<file path="src/rtl/key_pkg.sv">
// ============================================================
// key_pkg : shared constants and FSM encoding for key_ctrl
// Rev 1.0
// ============================================================
`default_nettype none

package key_pkg;

    localparam int TIMER_W = 26;
    localparam int DEB_W   = 20;

    localparam logic [DEB_W-1:0]   DEB_MAX_DEF  = 20'd999_999;
    localparam logic [TIMER_W-1:0] LONG_MAX_DEF = 26'd49_999_999;
    localparam logic [TIMER_W-1:0] GAP_MAX_DEF  = 26'd14_999_999;

    typedef enum logic [2:0] {
        IDLE   = 3'd0,
        PRESS1 = 3'd1,
        GAP    = 3'd2,
        PRESS2 = 3'd3,
        HOLD   = 3'd4
    } state_t;

endpackage

`default_nettype wire

</file>
<file path="src/rtl/key_if.sv">
// ============================================================
// key_if : raw key input and decoded key outputs
// Rev 1.0
// ============================================================
`default_nettype none

interface key_if;
    import key_pkg::*;

    logic key_in;
    logic key_state;
    logic single_flag;
    logic double_flag;
    logic long_flag;

    modport master (
        output key_in,
        input  key_state,
        input  single_flag,
        input  double_flag,
        input  long_flag
    );

    modport slave (
        input  key_in,
        output key_state,
        output single_flag,
        output double_flag,
        output long_flag
    );
endinterface

`default_nettype wire

</file>
<file path="src/rtl/key_debounce.sv">
// ============================================================
// key_debounce : two-flop synchroniser plus level debouncer
// Rev 1.0
// ============================================================
`default_nettype none

module key_debounce
    import key_pkg::*;
#(
    parameter logic [DEB_W-1:0] DEB_MAX = DEB_MAX_DEF
) (
    input  logic clk,
    input  logic rst,
    input  logic key_in,
    output logic key_state
);

    logic             sync1;
    logic             sync2;
    logic [DEB_W-1:0] cnt;

    // Key is active-low, so the sync flops idle at 1 (released).
    always_ff @(posedge clk) begin
        if (rst) begin
            sync1     <= 1'b1;
            sync2     <= 1'b1;
            cnt       <= '0;
            key_state <= 1'b0;
        end else begin
            sync1 <= key_in;
            sync2 <= sync1;
            if ((!sync2) != key_state) begin
                if (cnt == DEB_MAX) begin
                    key_state <= ~key_state;
                    cnt       <= '0;
                end else begin
                    cnt <= cnt + 1'b1;
                end
            end else begin
                cnt <= '0;
            end
        end
    end

endmodule

`default_nettype wire

</file>
<file path="src/rtl/key_ctrl.sv">
// ============================================================
// key_ctrl : debounced key decoder for single/double/long press
// Rev 1.0
// ============================================================
`default_nettype none

module key_ctrl
    import key_pkg::*;
#(
    parameter logic [DEB_W-1:0]   DEB_MAX  = DEB_MAX_DEF,
    parameter logic [TIMER_W-1:0] LONG_MAX = LONG_MAX_DEF,
    parameter logic [TIMER_W-1:0] GAP_MAX  = GAP_MAX_DEF
) (
    input  logic clk,
    input  logic rst,
    key_if.slave bus
);

    logic               key_state;
    logic               key_state_d;
    logic               press_evt;
    logic               rel_evt;
    state_t             state;
    state_t             state_nxt;
    logic [TIMER_W-1:0] timer;
    logic               single_nxt, double_nxt, long_nxt;
    logic               single_q, double_q, long_q;

    key_debounce #(
        .DEB_MAX (DEB_MAX)
    ) u_debounce (
        .clk       (clk),
        .rst       (rst),
        .key_in    (bus.key_in),
        .key_state (key_state)
    );

    assign press_evt = key_state & ~key_state_d;
    assign rel_evt   = ~key_state & key_state_d;

    always_ff @(posedge clk) begin
        if (rst) begin
            key_state_d <= 1'b0;
            state       <= IDLE;
            timer       <= '0;
            single_q    <= 1'b0;
            double_q    <= 1'b0;
            long_q      <= 1'b0;
        end else begin
            key_state_d <= key_state;
            state       <= state_nxt;
            if (state_nxt != state) begin
                timer <= '0;
            end else if (timer != '1) begin
                timer <= timer + 1'b1;
            end
            single_q <= single_nxt;
            double_q <= double_nxt;
            long_q   <= long_nxt;
        end
    end

    // Events are tested before timeouts so a same-cycle event always wins.
    always_comb begin
        state_nxt  = state;
        single_nxt = 1'b0;
        double_nxt = 1'b0;
        long_nxt   = 1'b0;
        unique case (state)
            IDLE: begin
                if (press_evt) state_nxt = PRESS1;
            end
            PRESS1: begin
                if (rel_evt) begin
                    state_nxt = GAP;
                end else if (timer == LONG_MAX) begin
                    state_nxt = HOLD;
                    long_nxt  = 1'b1;
                end
            end
            GAP: begin
                if (press_evt) begin
                    state_nxt = PRESS2;
                end else if (timer == GAP_MAX) begin
                    state_nxt  = IDLE;
                    single_nxt = 1'b1;
                end
            end
            PRESS2: begin
                if (rel_evt) begin
                    state_nxt  = IDLE;
                    double_nxt = 1'b1;
                end else if (timer == LONG_MAX) begin
                    state_nxt  = HOLD;
                    double_nxt = 1'b1;
                end
            end
            HOLD: begin
                if (rel_evt) state_nxt = IDLE;
            end
            default: state_nxt = IDLE;
        endcase
    end

    assign bus.key_state   = key_state;
    assign bus.single_flag = single_q;
    assign bus.double_flag = double_q;
    assign bus.long_flag   = long_q;

endmodule

`default_nettype wire

</file>
<file path="src/flat_wrapper.sv">
// flat-port wrapper written by rule: the top's interface ports become plain ports
module key_ctrl_flat import key_pkg::*;
#(
    parameter logic [DEB_W-1:0]   DEB_MAX  = DEB_MAX_DEF,
    parameter logic [TIMER_W-1:0] LONG_MAX = LONG_MAX_DEF,
    parameter logic [TIMER_W-1:0] GAP_MAX  = GAP_MAX_DEF
)
  (clk, rst, bus_key_in, bus_key_state, bus_single_flag, bus_double_flag, bus_long_flag);
  key_if bus_i ();
  input  logic clk;
  input  logic rst;
  input wire logic [$bits(bus_i.key_in)-1:0] bus_key_in;
  output wire logic [$bits(bus_i.key_state)-1:0] bus_key_state;
  output wire logic [$bits(bus_i.single_flag)-1:0] bus_single_flag;
  output wire logic [$bits(bus_i.double_flag)-1:0] bus_double_flag;
  output wire logic [$bits(bus_i.long_flag)-1:0] bus_long_flag;
  assign bus_i.key_in = bus_key_in;
  assign bus_key_state = bus_i.key_state;
  assign bus_single_flag = bus_i.single_flag;
  assign bus_double_flag = bus_i.double_flag;
  assign bus_long_flag = bus_i.long_flag;
  key_ctrl #(.DEB_MAX(DEB_MAX), .LONG_MAX(LONG_MAX), .GAP_MAX(GAP_MAX)) u_core (.clk(clk), .rst(rst), .bus(bus_i));
endmodule
</file>
<file path="config.mk">
export PLATFORM = sky130hd
export DESIGN_NAME = key_ctrl_flat
export DESIGN_NICKNAME = d
export VERILOG_FILES = /design/src/rtl/key_pkg.sv /design/src/rtl/key_if.sv /design/src/rtl/key_debounce.sv /design/src/rtl/key_ctrl.sv /design/src/flat_wrapper.sv
export SDC_FILE = /design/constraint.sdc
export NUM_CORES = 1
export LEC_CHECK = 0
export CAP_MARGIN = 20
export CORE_UTILIZATION = 45
export CTS_BUF_LIST = sky130_fd_sc_hd__clkbuf_8
export DETAILED_ROUTE_END_ITERATION = 8
export PLACE_DENSITY = 0.58
export SLEW_MARGIN = 25
export SYNTH_ARGS = -nofsm -noshare
export SYNTH_HDL_FRONTEND = slang
export SYNTH_SLANG_ARGS = --single-unit
</file>
<file path="constraint.sdc">
create_clock -name clk -period 6.1 [get_ports clk]
set_input_delay 1.22 -clock clk [delete_from_list [all_inputs] [get_ports clk]]
set_output_delay 1.22 -clock clk [all_outputs]
set_load 0.01 [all_outputs]
</file>
==> metrics.md, run 1 <==
| Metric | Value |
|---|---|
| Maximum clock rate | 0.358 GHz |
| Post-layout util | 0.500 |
| Power density over the cells | 198 nW/um2 |
| Cells resized by post-CTS repair | 0 |
| WHS | 421 ps |
| Mapped Area | 2800 um2 |
| Status | finished, final reports clean |
| FF+latch count, synth | 56 |
| Placed wire-length estimate | 3980 um |
| Die ar. | 6530 um2 |
| Reg2reg path depth | 6 |
| Share of power burned in registers | 0.627 |
| GP Congestion | 0.825 |
| Htree depth | 2 |
| Post-synth top flop | dfxtp_1 |
| Post-Route Setup TNS | 0 ps |
| Layout cells sized above 1 | 0.0823 |
| Fin crit period | 2790 ps |
| DR pass1 iterations | 4 |
| Max Slew Vio Count | 0 |
| Post-synthesis sequential area ratio | 0.401 |
| Setup Skew | 3.06 ps |
| GRT overflow | 0 |
| Antenna Nets Post-Route | 0 |
| Layout Nets | 320 |
| Top-count cell post-synth | dfxtp_1 |
| Area growth syn-to-layout | 6.53% |
| Die X | 80.8 um |
| Max-Cap Viols | 0 |
| First-pass GRT wire length | 9470 um |
| R2R Path Start | u_core.timer[0]$_SDFFE_PP0P_ |
| Vias per cell | 5.70 |
| Via count | 2,229 |
| Critical path startpoint category | register |
| Post-synthesis async set-or-reset flop share | 0 |
| Row count | 28 |
| Mapped Cells | 314 |
| Chip Height | 80.8 um |
| Placed Area | 2880 um2 |
| Setup Crit Path Kind | reg -> reg |
| # fillers | 605 |
| Non-filler cells in the finished layout | 391 |
| Final Instance Area | 2980 um2 |
| Antenna violations before repair | 0 |
| Post-synthesis net count | 319 |
| Critical Path Start | u_core.timer[0]$_SDFFE_PP0P_ |
| Yosys cell types | 51 |
| Vias in the first global route | 2,045 |
| Dpl ws | 3330 ps |
| R2r endpoint | u_core.timer[1]$_SDFFE_PP0P_ |
| CP Data Arrival Time | 2970 ps |
| Post-synth EDFFs | 0 |
| Cell taking the most area after synthesis | dfxtp_1 |
| Root Buffer | clkbuf_8 |
| Final setup viols | 0 |
| CP max stage delay | 830 ps |
| Least-Margin Pin Slew | 901 ps |
| Fin worst setup slack | 3310 ps |
| Max Root-Sink Buffers | 2 |
| Worst reg-to-reg setup slack | 3310 ps |
| TritonCTS Buffers | 5 |
| Critical Path, Cell by Cell | ha_1, nand3_1, or4_1, nor3_4, mux2i_1, nor3_2 |
| # port buffers | 6 |
| Placed cell count | 383 |
| # hold bufs at CTS | 0 |
| Total power | 0.591 mW |
| Crit-path max FO | 14 |
| Pleak | 0.895 nW |
| Top cells by area, synth | dfxtp_1, xnor2_1, xor2_1, nor2_1, nand2_1 |
| Drt wl/cell | 14.4 um |
| CTS tree | done |
| Slew HR | 0.400 |
| Crit. path cell count | 6 |
| Final WL | 5650 um |
| Fin. Hold Viols | 0 |
| Total GRT Usage | 0.187 |
| Starting Density | 0.470 |
| Synth top area share | 0.401 |
| Core area | 5960 um2 |
| Drt drc | 0 |
| Ant. Diodes | 0 |
| Sw Pwr | 0.135 mW |
| Syn avg cell area | 8.91 um2 |
| Cell family with most CP delay | simple AND/OR/NAND/NOR gates |
| Largest net degree at the start of global routing | 27 |
| Crit. End Element | register |
| CP Capture Point | u_core.timer[1]$_SDFFE_PP0P_ |
| CP required | 6280 ps |
| Unrepaired setup endpoints after global routing | no |
| 1st-iter DRT viols | 116 |
| Clock sinks | 56 |
| Post-CTS setup buffers | 0 |
| Logic gate share of total power | 0.022 |
| Clock power share | 0.351 |
| Number of synthesis warnings | 0 |
| Switching share of power | 0.229 |
| Clk Latency, worst-skew pair | 310 ps |
| Clock slew at reported path FFs | 100 ps |
| # IOs | 7 |
| Final period util | 0.458 |
| Slowest cell on the critical path | or4_1 |
| Commonest cells post-synth | dfxtp_1, nor2_1, nand2_1, xnor2_1, xor2_1 |
| WP buf/inv | 0 |
| VDD IR max | 91.4 uV |
| Internal | 0.456 mW |
| HP Class | reg -> reg |
routing by layer:
metal,vias up,GRT usage,wire length [um]
li1,1146,-,-
met1,1054,0.254,2970
met2,23,0.297,2480
met3,6,0.0404,129
met4,0,0.0536,65
met5,-,0,0
power by group through the flow:
stage / logic, mW / registers [mW] / clock network, mW
floorplan: 0.00996 / 0.378 / 0
global placement: 0.0128 / 0.378 / 0
detailed placement: 0.0129 / 0.379 / 0
CTS: 0.0130 / 0.370 / 0.219
global route: 0.0142 / 0.371 / 0.232
finish: 0.0129 / 0.370 / 0.208
registers in the layout (all words and copies together) (netlist names):
signal and flops:
u_core.bus.double_flag 1, u_core.u_debounce.sync1 1, u_core.key_state_d 1, u_core.bus.single_flag 1
u_core.u_debounce.sync2 1, u_core.u_debounce.cnt 20, u_core.bus.long_flag 1, u_core.u_debounce.key_state 1
u_core.timer 26, u_core.state 3
worst min-delay path by stage:
stage | start | endpoint | slack, ps | depth (start not counted)
after floorplan | u_core.u_debounce.sync1$_SDFF_PP1_ | u_core.u_debounce.sync2$_SDFF_PP1_ | 390 | 1
after global placement | u_core.u_debounce.sync1$_SDFF_PP1_ | u_core.u_debounce.sync2$_SDFF_PP1_ | 390 | 1
after detailed placement | u_core.u_debounce.sync1$_SDFF_PP1_ | u_core.u_debounce.sync2$_SDFF_PP1_ | 400 | 1
after CTS | u_core.u_debounce.sync1$_SDFF_PP1_ | u_core.u_debounce.sync2$_SDFF_PP1_ | 430 | 1
after global routing | u_core.u_debounce.sync1$_SDFF_PP1_ | u_core.u_debounce.sync2$_SDFF_PP1_ | 460 | 1
final | u_core.u_debounce.sync1$_SDFF_PP1_ | u_core.u_debounce.sync2$_SDFF_PP1_ | 420 | 1
layout by cell type, fill, tap and decap left out, types with 6 or more instances in the layout:
| cell type | Yosys | routed |
|---|---|---|
| a21oi_1 | 8 | 8 |
| o31ai_1 | 6 | 6 |
| or4_1 | 6 | 6 |
| clkdlybuf4s50_1 | 0 | 6 |
| nand4_1 | 11 | 11 |
| nor4_1 | 7 | 6 |
| nand2_1 | 21 | 21 |
| nand3_1 | 14 | 14 |
| o21ai_0 | 7 | 7 |
| nor3_2 | 6 | 6 |
| nor2_1 | 39 | 39 |
| a211oi_1 | 6 | 6 |
| nor3_1 | 14 | 14 |
| and3_1 | 7 | 7 |
| dfxtp_1 | 56 | 56 |
| xnor2_1 | 17 | 17 |
| inv_1 | 8 | 8 |
| xor2_1 | 17 | 17 |
worst register-to-register path: stages, from the launching register on:
cell and delay, ps:
dfxtp_1 400, ha_1 210, nand3_1 370, or4_1 840
nor3_4 520, mux2i_1 280, nor3_2 50
cell type report:
| type | instances | area (um2) | area share |
|---|---|---|---|
| clock buffers | 5 | 68.8 | 0.0231 |
| clock inverters | 3 | 22.5 | 0.00756 |
| inverters | 8 | 30.0 | 0.0101 |
| multi-input cells | 237 | 1580 | 0.529 |
| flip-flops and latches | 56 | 1120 | 0.376 |
| well taps | 75 | 93.8 | 0.0315 |
| repair buffers | 7 | 67.6 | 0.0227 |
cells by family after synthesis:
kind of cell    after synthesis  synth area share
compound gates               46             0.127
xor+xnor                     34             0.106
fa+ha+maj                     2           0.00895
buf+inv                      21            0.0380
flops                        56             0.401
mux                           1           0.00358
simple gates                154             0.315
Power figures use the tool's default switching activity.
==> inputs of run 2 (changes only) <==
Settings changed: PLACE_DENSITY 0.58 to 0.6.
Clock period 6.1 ns to 2.4 ns, I/O delays scaled along.
==> metrics.md, run 2 (synthesis results as in run 1) <==
| Metric | Value |
|---|---|
| Area growth syn-to-layout | 11.3% |
| Reg2reg path depth | 6 (unchanged) |
| Drt drc | 0 (unchanged) |
| Clk Latency, worst-skew pair | 310 ps (about the same) |
| VDD IR max | 303 uV (+230%) |
| Largest net degree at the start of global routing | 21 (-22%) |
| Pleak | 0.977 nW (+9.1%) |
| Post-CTS setup buffers | 0 (unchanged) |
| HP Class | reg -> reg |
| WHS | 425 ps (+4.77 ps) |
| Ant. Diodes | 0 (unchanged) |
| Power density over the cells | 482 nW/um2 (+140%) |
| Non-filler cells in the finished layout | 408 (+4.3%) |
| Least-Margin Pin Slew | 537 ps (-363 ps) |
| Total GRT Usage | 0.198 (+0.0112) |
| Fin crit period | 2210 ps (-577 ps) |
| Status | finished, final reports clean |
| Vias per cell | 5.56 (-2.4%) |
| Crit. End Element | register |
| GRT overflow | 0 (unchanged) |
| CTS tree | done |
| Placed cell count | 400 (+4.4%) |
| Max Root-Sink Buffers | 2 (unchanged) |
| Fin. Hold Viols | 0 (unchanged) |
| Placed wire-length estimate | 4330 um (+9.0%) |
| Crit-path max FO | 14 (unchanged) |
| Starting Density | 0.470 (unchanged) |
| # port buffers | 6 (unchanged) |
| Clock sinks | 56 (unchanged) |
| CP Data Arrival Time | 2410 ps (-560 ps) |
| Row count | 28 (unchanged) |
| Max reg flops | 26 (unchanged) |
| Layout cells sized above 1 | 0.126 (+0.0438) |
| Largest registers | u_core.timer: 26 flops, u_core.u_debounce.cnt: 20 flops, u_core.state: 3 flops |
| Htree depth | 2 (unchanged) |
| 1st-iter DRT viols | 131 (+13%) |
| Antenna violations before repair | 0 (unchanged) |
| Core area | 5960 um2 (unchanged) |
| Most common cell after layout, fill and taps aside | dfxtp_1 |
| Setup Skew | 17.8 ps (+14.7 ps) |
| Maximum clock rate | 0.452 GHz (+26%) |
| Most frequent cells in the layout | dfxtp_1, nor2_1, nand2_1 |
| Setup Crit Path Kind | reg -> reg |
| Largest Register | u_core.timer |
| Max Slew Vio Count | 0 (unchanged) |
| Clock slew at reported path FFs | 110 ps (about the same) |
| Drt wl/cell | 14.5 um (+0.40%) |
| # IOs | 7 (unchanged) |
| # hold bufs at CTS | 0 (unchanged) |
| DR pass1 iterations | 4 (unchanged) |
| Hold Path Cell Cnt | 1 (unchanged) |
| Dpl ws | 165 ps (-3170 ps) |
| Post-Route Setup TNS | 0 ps (unchanged) |
| Vias in the first global route | 2,095 (+2.4%) |
| Final WL | 5920 um (+4.8%) |
| Die ar. | 6530 um2 (unchanged) |
| Final period util | 0.923 (+0.465) |
| Antenna Nets Post-Route | 0 (unchanged) |
| CP required | 2590 ps (-3690 ps) |
| Layout Nets | 337 (+5.3%) |
| Via count | 2,270 (+1.8%) |
| Chip Height | 80.8 um (unchanged) |
| Unrepaired setup endpoints after global routing | no |
| GP Congestion | 0.844 (+2.3%) |
| Final Instance Area | 3110 um2 (+4.5%) |
| Slew HR | 0.641 (+0.241) |
| TritonCTS Buffers | 5 (unchanged) |
| Final setup viols | 0 (unchanged) |
| Root Buffer | clkbuf_8 |
| Max-Cap Viols | 0 (unchanged) |
| Fin worst setup slack | 186 ps (-3120 ps) |
| Placed Area | 3020 um2 (+4.9%) |
| Critical path startpoint category | register |
| First-pass GRT wire length | 10,100 um (+6.9%) |
| Cells resized by post-CTS repair | 0 (unchanged) |
| Die X | 80.8 um (unchanged) |
[run 2: routing by layer]
layer	vias to the layer above	GRT usage	share of wire	wire, um
met3	6	0.0371	0.034	200
met4	0	0.0393	0.011	67
li1	1180	-	-	-
met1	1042	0.293	0.53	3110
met5	-	0	0	0
met2	42	0.299	0.43	2540
[run 2: per-stage QoR]
stage,power (mW),utilization
after CTS,1.52,0.522
after global placement,0.997,0.507
after global routing,1.56,0.522
after floorplan,0.987,-
final,1.50,0.522
after detailed placement,0.998,0.507
[run 2: report_power, final]
part / total (mW) / switching (mW) / leakage (nW) / internal (mW)
registers: 0.941 / 0.00568 / 0.452 / 0.935
clock network: 0.523 / 0.315 / 0.0445 / 0.208
logic: 0.0347 / 0.0203 / 0.480 / 0.0143
total: 1.50 / 0.341 / 0.977 / 1.16
[run 2: final timing paths]
| check | startpoint | end | slack, ps |
|---|---|---|---|
| worst max-delay path | u_core.timer[20]$_SDFFE_PP0P_ | u_core.timer[3]$_SDFFE_PP0P_ | 190 |
| worst max register to register | u_core.timer[20]$_SDFFE_PP0P_ | u_core.timer[3]$_SDFFE_PP0P_ | 190 |
| worst min register to register | u_core.u_debounce.sync1$_SDFF_PP1_ | u_core.u_debounce.sync2$_SDFF_PP1_ | 430 |
| worst min-delay path | u_core.u_debounce.sync1$_SDFF_PP1_ | u_core.u_debounce.sync2$_SDFF_PP1_ | 430 |
[run 2: cell type report]
cell class | instances | area [um2]
repair buffers | 24 | 208
flip-flops and latches | 56 | 1120
inverters | 8 | 30.0
multi-input cells | 237 | 1570
clock buffers | 5 | 68.8
fillers | 585 | 2840
well taps | 75 | 93.8
clock inverters | 3 | 21.3
[run 2: worst max-delay path: stages, from the launching register on]
cell       delay (ps)
dfxtp_1           400
or4b_1            530
a2111oi_4         390
a311oi_1          180
a311oi_4          330
buf_12            190
nor3_1             60
==> inputs of run 3 (changes only) <==
Settings changed: RECOVER_POWER set to 25, SLEW_MARGIN 25 to 5.
==> metrics.md, run 3 (synthesis results as in run 1) <==
| Metric | Value |
|---|---|
| R2r endpoint | u_core.timer[23]$_SDFFE_PP0P_ |
| CP Capture Point | u_core.timer[23]$_SDFFE_PP0P_ |
| CP required | 2590 ps (about the same) |
| Post-Route Setup TNS | 0 ps (unchanged) |
| Setup Crit Path Kind | reg -> reg |
| Placed Area | 3020 um2 (unchanged) |
| 1st-iter DRT viols | 129 (-1.5%) |
| Critical path startpoint category | register |
| Via count | 2,266 (-0.18%) |
| Status | finished, final reports clean |
| Layout cells sized above 1 | 0.120 (-0.00601) |
| Final Instance Area | 3100 um2 (-0.24%) |
| Clock slew at reported path FFs | 100 ps (about the same) |
| Max reg flops | 26 (unchanged) |
| Clk Latency, worst-skew pair | 310 ps (about the same) |
| Clock sinks | 56 (unchanged) |
| R2R Path Start | u_core.timer[10]$_SDFFE_PP0P_ |
| Total power | 1.50 mW (about the same) |
| Chip Height | 80.8 um (unchanged) |
| Post-CTS setup buffers | 0 (unchanged) |
| Drt wl/cell | 14.4 um (-0.76%) |
| Final WL | 5870 um (-0.76%) |
| Least-Margin Pin Slew | 537 ps (+0.205 ps) |
| Ant. Diodes | 0 (unchanged) |
| Most frequent cells in the layout | dfxtp_1, nor2_1, nand2_1 |
| Drt drc | 0 (unchanged) |
| Row count | 28 (unchanged) |
| VDD IR max | 303 uV (about the same) |
| Placed cell count | 400 (unchanged) |
| Die ar. | 6530 um2 (unchanged) |
| Largest Register | u_core.timer |
| Non-filler cells in the finished layout | 408 (unchanged) |
| Crit. End Element | register |
| Pleak | 0.984 nW (+0.75%) |
| Slew HR | 0.641 (about the same) |
| # fillers | 589 (+0.68%) |
| CTS tree | done |
| Vias in the first global route | 2,095 (unchanged) |
| Crit-path max FO | 14 (unchanged) |
| Maximum clock rate | 0.447 GHz (-0.99%) |
| Largest net degree at the start of global routing | 21 (unchanged) |
| TritonCTS Buffers | 5 (unchanged) |
| GP Congestion | 0.844 (unchanged) |
| Most common cell after layout, fill and taps aside | dfxtp_1 |
| # port buffers | 6 (unchanged) |
| Max-Cap Viols | 0 (unchanged) |
| Core area | 5960 um2 (unchanged) |
| GRT overflow | 0 (unchanged) |
| Placed wire-length estimate | 4330 um (unchanged) |
| # hold bufs at CTS | 0 (unchanged) |
| Area growth syn-to-layout | 11.0% |
| DR pass1 iterations | 4 (unchanged) |
| Power density over the cells | 483 nW/um2 (+0.19%) |
| Critical Path Start | u_core.timer[10]$_SDFFE_PP0P_ |
| Total GRT Usage | 0.198 (unchanged) |
| Fin. Hold Viols | 0 (unchanged) |
| # IOs | 7 (unchanged) |
| Vias per cell | 5.55 (-0.18%) |
| Antenna violations before repair | 0 (unchanged) |
| CP Data Arrival Time | 2430 ps (+20 ps) |
| Final setup viols | 0 (unchanged) |
| Starting Density | 0.470 (unchanged) |
| Max Root-Sink Buffers | 2 (unchanged) |
| Post-layout util | 0.521 (-0.00126) |
| Fin crit period | 2240 ps (+22.1 ps) |
| Unrepaired setup endpoints after global routing | no |
| Antenna Nets Post-Route | 0 (unchanged) |
| Setup Skew | 18.2 ps (+0.433 ps) |
| Reg2reg path depth | 6 (unchanged) |
| Largest registers | u_core.timer: 26 flops, u_core.u_debounce.cnt: 20 flops, u_core.state: 3 flops |
| Root Buffer | clkbuf_8 |
| Worst reg-to-reg setup slack | 160 ps (-20 ps) |
| First-pass GRT wire length | 10,100 um (unchanged) |
| Die X | 80.8 um (unchanged) |
| HP Class | reg -> reg |
| Layout Nets | 337 (unchanged) |
| Final period util | 0.932 (+0.00919) |
| Htree depth | 2 (unchanged) |
| Max Slew Vio Count | 0 (unchanged) |
-- run 3: changes by cell type in the layout (fill, tap and decap cells not counted), sizes merged --
cell           before  now
clkdlybuf4s50       6    1
buf                18   17
clkbuf              5    6
dlygate4sd3         0    5
-- run 3: stage by stage --
stage | hold WS, ps | setup slack (ps)
floorplan | 389 | 251
finish | 425 | 164
CTS | 428 | 139
global placement | 392 | 221
global route | 446 | 8.88
detailed placement | 400 | 165
-- run 3: layer usage --
| layer | GRT usage | share of wire | vias to the layer above |
|---|---|---|---|
| met4 | 0.0393 | 0.011 | 0 |
| met1 | 0.293 | 0.52 | 1045 |
| met2 | 0.299 | 0.43 | 35 |
| met3 | 0.0371 | 0.030 | 6 |
| li1 | - | - | 1180 |
| met5 | 0 | 0 | - |
-- run 3: worst min path at each step --
stage	slack [ps]	startpoint	cells after the start	endpoint
final	430	u_core.u_debounce.sync1$_SDFF_PP1_	1	u_core.u_debounce.sync2$_SDFF_PP1_
after global routing	450	u_core.u_debounce.sync1$_SDFF_PP1_	1	u_core.u_debounce.sync2$_SDFF_PP1_
after CTS	430	u_core.u_debounce.sync1$_SDFF_PP1_	1	u_core.u_debounce.sync2$_SDFF_PP1_
after detailed placement	400	u_core.u_debounce.sync1$_SDFF_PP1_	1	u_core.u_debounce.sync2$_SDFF_PP1_
after global placement	390	u_core.u_debounce.sync1$_SDFF_PP1_	1	u_core.u_debounce.sync2$_SDFF_PP1_
after floorplan	390	u_core.u_debounce.sync1$_SDFF_PP1_	1	u_core.u_debounce.sync2$_SDFF_PP1_
-- run 3: critical path: stages (launching register included) --
cell      delay, ps
dfxtp_1         390
or4b_1          600
nor4_4          350
a21oi_2         160
a311oi_4        350
buf_12          190
nor3_1           60
-- run 3: area by class of cell --
class	instances	area (um2)	share of cell area
sequential	56	1120	0.361
inverter	8	30.0	0.00967
clock buffer	5	68.8	0.0222
clock inverter	3	21.3	0.00685
tap	75	93.8	0.0302
timing repair buffer	24	204	0.0657
multi-input combinational	237	1570	0.504
-- run 3: where the power goes --
part	switching [mW]	leakage, nW	total, mW	internal (mW)
Clock	0.314	0.0445	0.522	0.208
Combinational	0.0205	0.487	0.0345	0.0140
Sequential	0.00569	0.452	0.941	0.935
Total	0.341	0.984	1.50	1.16
-- run 3: timing repair --
item / in CTS / in global routing
hold endpoints to repair: 0 / 0
setup endpoints to repair: 0 / 3
gates resized for setup: 0 / 0
